File: config.mk
export PLATFORM = sky130hd
export DESIGN_NAME = coef_bank
export DESIGN_NICKNAME = d
export VERILOG_FILES = /design/src/rtl/coef_bank_pkg.sv /design/src/rtl/coef_bank.sv
export SDC_FILE = /design/constraint.sdc
export NUM_CORES = 1
export LEC_CHECK = 0
export ABC_AREA = 0
export CORE_MARGIN = 3
export CORE_UTILIZATION = 27
export CTS_CLUSTER_SIZE = 40
export DETAILED_ROUTE_END_ITERATION = 7
export GPL_ROUTABILITY_DRIVEN = 0
export RECOVER_POWER = 25
export SLEW_MARGIN = 20
export SYNTH_ARGS = -nofsm -noshare
export SYNTH_HDL_FRONTEND = slang
export SYNTH_SLANG_ARGS = --single-unit
File: constraint.sdc
create_clock -name clk -period 8.5 [get_ports clk]
set_input_delay 1.7 -clock clk [delete_from_list [all_inputs] [get_ports clk]]
set_output_delay 1.7 -clock clk [all_outputs]
set_load 0.005 [all_outputs]
File: src/rtl/coef_bank_pkg.sv
// Shared fixed-point format for the coefficient bank.
package coef_bank_pkg;
  localparam int unsigned FP_I = 8;
  localparam int unsigned FP_F = 8;
  localparam int unsigned FP_N = FP_I + FP_F;
endpackage

File: src/rtl/coef_bank.sv
// Coefficient register bank: streams coefficients in from memory on load and
// writes a snapshot of the backprop results back out on save.
module coef_bank
  import coef_bank_pkg::*;
#(
  parameter int unsigned N    = FP_N,
  parameter int unsigned NC   = 6,
  parameter int unsigned A    = 8,
  parameter int unsigned BASE = 0
) (
  input  logic            clk,
  input  logic            rst,
  input  logic            ld_start,
  input  logic            sv_start,
  input  logic [N-1:0]    mem_din,
  input  logic [N*NC-1:0] upd_in,
  output logic [A-1:0]    mem_addr,
  output logic [N-1:0]    mem_dout,
  output logic [7:0]      mem_we,
  output logic [N*NC-1:0] coef,
  output logic            busy,
  output logic            done
);

  localparam int unsigned KW = $clog2(NC + 1);
  localparam int unsigned CW = N * NC;
  localparam logic [KW-1:0] K_LAST = KW'(NC - 1);
  localparam logic [A-1:0]  A_BASE = A'(BASE);

  typedef enum logic [1:0] {
    S_IDLE  = 2'd0,
    S_LOAD  = 2'd1,
    S_DRAIN = 2'd2,
    S_SAVE  = 2'd3
  } state_t;

  state_t          state_q, state_d;
  logic [KW-1:0]   k_q, k_d;
  logic [KW-1:0]   cap_idx_q, cap_idx_d;
  logic            cap_vld_q, cap_vld_d;
  logic [CW-1:0]   coef_q, coef_d;
  logic [CW-1:0]   shadow_q, shadow_d;
  logic [A-1:0]    mem_addr_q, mem_addr_d;
  logic [N-1:0]    mem_dout_q, mem_dout_d;
  logic            we_q, we_d;
  logic            busy_q, busy_d;
  logic            done_q, done_d;

  // Word k of a flat array, MSB-first packing.
  function automatic logic [N-1:0] word_of(input logic [CW-1:0] v, input logic [KW-1:0] i);
    return v[(NC - 1 - 32'(i)) * N +: N];
  endfunction

  always_comb begin
    state_d    = state_q;
    k_d        = k_q;
    cap_idx_d  = k_q;
    cap_vld_d  = 1'b0;
    coef_d     = coef_q;
    shadow_d   = shadow_q;
    mem_addr_d = mem_addr_q;
    mem_dout_d = mem_dout_q;
    we_d       = we_q;
    busy_d     = busy_q;
    done_d     = 1'b0;

    // Read data lags the address by one cycle; land it in the word issued last cycle.
    if (cap_vld_q) begin
      coef_d[(NC - 1 - 32'(cap_idx_q)) * N +: N] = mem_din;
    end

    case (state_q)
      S_IDLE: begin
        if (sv_start) begin
          shadow_d   = upd_in;
          k_d        = '0;
          mem_addr_d = A_BASE;
          mem_dout_d = word_of(upd_in, '0);
          we_d       = 1'b1;
          busy_d     = 1'b1;
          state_d    = S_SAVE;
        end else if (ld_start) begin
          k_d        = '0;
          mem_addr_d = A_BASE;
          busy_d     = 1'b1;
          state_d    = S_LOAD;
        end
      end
      S_LOAD: begin
        cap_vld_d = 1'b1;
        if (k_q == K_LAST) begin
          mem_addr_d = A_BASE;
          state_d    = S_DRAIN;
        end else begin
          k_d        = k_q + KW'(1);
          mem_addr_d = A_BASE + A'(k_d);
        end
      end
      S_DRAIN: begin
        k_d     = '0;
        busy_d  = 1'b0;
        done_d  = 1'b1;
        state_d = S_IDLE;
      end
      S_SAVE: begin
        if (k_q == K_LAST) begin
          k_d        = '0;
          mem_addr_d = A_BASE;
          we_d       = 1'b0;
          busy_d     = 1'b0;
          done_d     = 1'b1;
          state_d    = S_IDLE;
        end else begin
          k_d        = k_q + KW'(1);
          mem_addr_d = A_BASE + A'(k_d);
          mem_dout_d = word_of(shadow_q, k_d);
        end
      end
      default: state_d = S_IDLE;
    endcase
  end

  always_ff @(posedge clk or posedge rst) begin
    if (rst) begin
      state_q    <= S_IDLE;
      k_q        <= '0;
      cap_idx_q  <= '0;
      cap_vld_q  <= 1'b0;
      coef_q     <= '0;
      shadow_q   <= '0;
      mem_addr_q <= A_BASE;
      mem_dout_q <= '0;
      we_q       <= 1'b0;
      busy_q     <= 1'b0;
      done_q     <= 1'b0;
    end else begin
      state_q    <= state_d;
      k_q        <= k_d;
      cap_idx_q  <= cap_idx_d;
      cap_vld_q  <= cap_vld_d;
      coef_q     <= coef_d;
      shadow_q   <= shadow_d;
      mem_addr_q <= mem_addr_d;
      mem_dout_q <= mem_dout_d;
      we_q       <= we_d;
      busy_q     <= busy_d;
      done_q     <= done_d;
    end
  end

  assign mem_addr = mem_addr_q;
  assign mem_dout = mem_dout_q;
  assign mem_we   = {8{we_q}};
  assign coef     = coef_q;
  assign busy     = busy_q;
  assign done     = done_q;

endmodule

==> impl_summary.txt <==
----------------------------------------------------
[Setup path]
  Data required time at the worst endpoint ... 8940 ps
  Arrival time at the worst endpoint ... 6060 ps
  Largest incremental delay on the critical path ... 2850 ps
  Startpoint of the lowest-slack register-to-register path ... cap_idx_d[0]$_DFFE_PP0P_
  Critical path launch point ... cap_idx_d[0]$_DFFE_PP0P_
  Worst-path fanout max ... 54
  Type of origin of the critical path ... flop
  Critical path endpoint category ... flop
  Most frequent cell on the critical path ... sky130_fd_sc_hd__ha_1
  Class of the most critical setup path ... flop to flop
  CP bufs+invs ... 2
  Cell Chain, Critical Path ... clkbuf_1, ha_1, inv_1, ha_1, nand2b_1, o22ai_1, o21ai_0, a2bb2oi_1
  Family with the most delay on the worst path ... buffers and inverters
  Slowest-stage cell, CP ... sky130_fd_sc_hd__clkbuf_1

[Placed design]
  # port buffers ... 240
  Worst setup slack before clock tree synthesis ... 4410 ps
  Detailed-placement wirelength estimate ... 19.4 mm

[Synthesis]
  Async SR Flop Fraction ... 100%
  Cell types occupying the most area after synthesis ... sky130_fd_sc_hd__dfrtp_1, sky130_fd_sc_hd__mux2_2, sky130_fd_sc_hd__mux2i_1
  Area of the mapped netlist ... 0.00976 mm^2
  Synth Warn # ... 0
  Flip-flop cell with the highest count after synthesis ... sky130_fd_sc_hd__dfrtp_1
  Mean post-synth cell area ... 12.7 um^2
  Share of the yosys chip area belonging to registers ... 57.2%
  Most used standard cell by instance count after synthesis ... sky130_fd_sc_hd__dfrtp_1
  Count of flip-flops with a built-in enable after synthesis ... 0
  Dominant cell type by area after synthesis ... sky130_fd_sc_hd__dfrtp_1
  Synthesized instance count ... 768
  Top post-synthesis cells by count ... sky130_fd_sc_hd__dfrtp_1, sky130_fd_sc_hd__mux2_2, sky130_fd_sc_hd__o21ai_0
  Area share of the largest cell type after synthesis ... 57.2%
  Number of unique standard cell types used by synthesis ... 41
  Count of state elements after synthesis ... 223

[CTS]
  TritonCTS Buffers ... 26
  CTS tree ... done
  CTS H-tree lvls ... 1
  Clock latency on the worst-skew pair ... 520 ps
  Number of setup buffers added after CTS ... 0
  Maximum clock path buffer count ... 3
  Resize count post-CTS ... 0
  # hold bufs at CTS ... 0
  Total number of clock tree sinks ... 223
  Clock slew seen by the registers of the worst setup and hold paths ... 60 ps
  Root Buffer Master ... sky130_fd_sc_hd__clkbuf_16

[Pwr]
  Worst supply voltage drop on vdd ... 0.000171 V
  Leak Pwr ... 5.84 nW
  Power Density ... 379 mW/mm^2

[STA]
  Max Transition Viols Final ... 55
  Share of the cycle needed by the critical path after routing ... 66.2%
  Slew of the pin with the lowest slew margin ... 4100 ps
  Total negative setup slack ... 0 ps
  Highest clock frequency the design can meet ... 178 MHz
  Setup slack of the critical path after layout ... 2880 ps
  Clock period minus worst slack ... 5620 ps
  Worst slew margin relative to its limit ... -173%
  Endpoints failing setup ... 0
  Total count of hold-check failures in the final report ... 0
  Setup repair after global routing missed its margin ... false
  Hold_ws ... 435 ps
  Worst clock skew ... 6.30 ps

[Cells and area]
  Final Net Count ... 1115
  Synthesis-to-finish area growth ... 36.9%
  Layout cell share with drive strength beyond 1 ... 21.2%
  Number of antenna repair diodes ... 0

[Floorplanning]
  Boundary Pins ... 246
  Die Span X ... 196 um
  Height of the chip ... 196 um
  Placeable Area ... 0.0356 mm^2
  DIE AREA ... 0.0385 mm^2
  Placement row count ... 69
  Initial core utilization ... 27.4%

[Global route]
  Antenna violations before repair ... 8
  Vias in the first global route ... 7108
  Remaining global-route overflow ... 0
  First-pass GRT wire length ... 42.1 mm
  Largest net degree at the start of global routing ... 111
  Global routing usage summed across all routing layers ... 13.9%

[Status]
  Violated checks ... capacitance limit, slew limit
  Result of the run ... finished with violations

[Worst hold path]
  Min-delay src ... cap_idx_d[1]$_DFFE_PP0P_
  Hold/Removal Path Class ... flop to flop

[Route]
  Pre-antenna DRT Iters ... 6
  Routed length per placed instance ... 18.7 um
  Final Routed Wirelength ... 27.4 mm
  Violation count after the first detailed-routing iteration ... 262
  Number of nets still failing antenna checks after routing ... 0
  Total via count after detailed routing ... 6778
  Average vias per placed instance ... 4.61
  DRC violation count after routing ... 0

[Run]
  # Max-Cap Violations ... 1

----------------------------------------------------
state kept, by name, summed over array words and instances, names as in the netlist:
register	count
mem_dout	16
state_q	2
coef	96
shadow_q	96
we_q	1
cap_idx_d	3
cap_idx_q	3
done	1
busy	1
cap_vld_q	1
mem_addr	3
area by class of cell:
class / instances / area, um^2
Clock buffer: 37 / 753
Clock inverter: 11 / 110
Fill cell: 3510 / 22200
Inverter: 10 / 45.0
Multi-Input combinational cell: 479 / 3850
Sequential cell: 223 / 5580
Tap cell: 461 / 577
Timing Repair Buffer: 248 / 2450
layout by cell type (no fill, tap or decap), drive strengths merged, types with 3 or more instances in the layout:
master / count
mux2: 160
o21ai: 67
and3: 17
nand2b: 19
buf: 4
nand2: 64
ha: 10
nor2b: 4
a2bb2oi: 16
clkinv: 7
mux2i: 48
nand4: 3
o22ai: 16
dfrtp: 223
conb: 5
inv: 10
clkdlybuf4s50: 239
clkbuf: 41
nor2: 30
power by group:
part | internal [mW] | switching (mW) | leakage (nW)
Combinational | 1.15 | 0.988 | 2.70
Clock | 0.676 | 0.441 | 0.425
Sequential | 1.53 | 0.270 | 2.72
path summary, 6_finish.rpt:
kind | slack [ps] | depth (start not counted) | to
max reg2reg | 2880 | 8 | mem_dout[12]$_DFFE_PP0P_
max in group asynchronous | 5270 | 3 | coef[91]$_DFFE_PP0P_
min in group asynchronous | 1850 | 2 | coef[43]$_DFFE_PP0P_
min reg2reg | 430 | 0 | cap_idx_q[1]$_DFF_PP0_
min | 430 | 0 | cap_idx_q[1]$_DFF_PP0_
max | 2880 | 8 | mem_dout[12]$_DFFE_PP0P_
cells by family after synthesis:
logic type               Yosys count  share of synthesized area, %
AO/OA/AOI/OAI                    109                          6.69
XOR/XNOR                           1                        0.0897
AND/OR/NAND/NOR                  145                          7.10
adder cells (fa/ha/maj)           11                          1.49
other                              1                        0.0384
multiplexers                     208                          23.8
buffers and inverters             70                          3.65
flip-flops                       223                          57.2
metal layers:
| metal | vias to the layer above | wire length, um | GRT usage [%] |
|---|---|---|---|
| met5 | - | 69 | 0 |
| met4 | 12 | 686 | 3.51 |
| met3 | 49 | 2800 | 5.74 |
| met2 | 249 | 12300 | 22.1 |
| met1 | 3343 | 11600 | 17.6 |
| li1 | 3125 | - | - |
stage by stage:
| stage | utilization [%] | instances | area [um^2] | total power, mW |
|---|---|---|---|---|
| 2_1_floorplan | - | 772 | 9780 | 3.03 |
| 6_report | 37.6 | 1469 | 13400 | 5.06 |
| 4_1_cts | 37.6 | 1469 | 13400 | 5.12 |
| 3_5_place_dp | 35.2 | 1421 | 12500 | 3.97 |
| 3_3_place_gp | 35.2 | 1421 | 12500 | 3.91 |
| 5_1_grt | 37.6 | 1469 | 13400 | 5.41 |
Note: power is estimated with default switching activity, not from simulation.
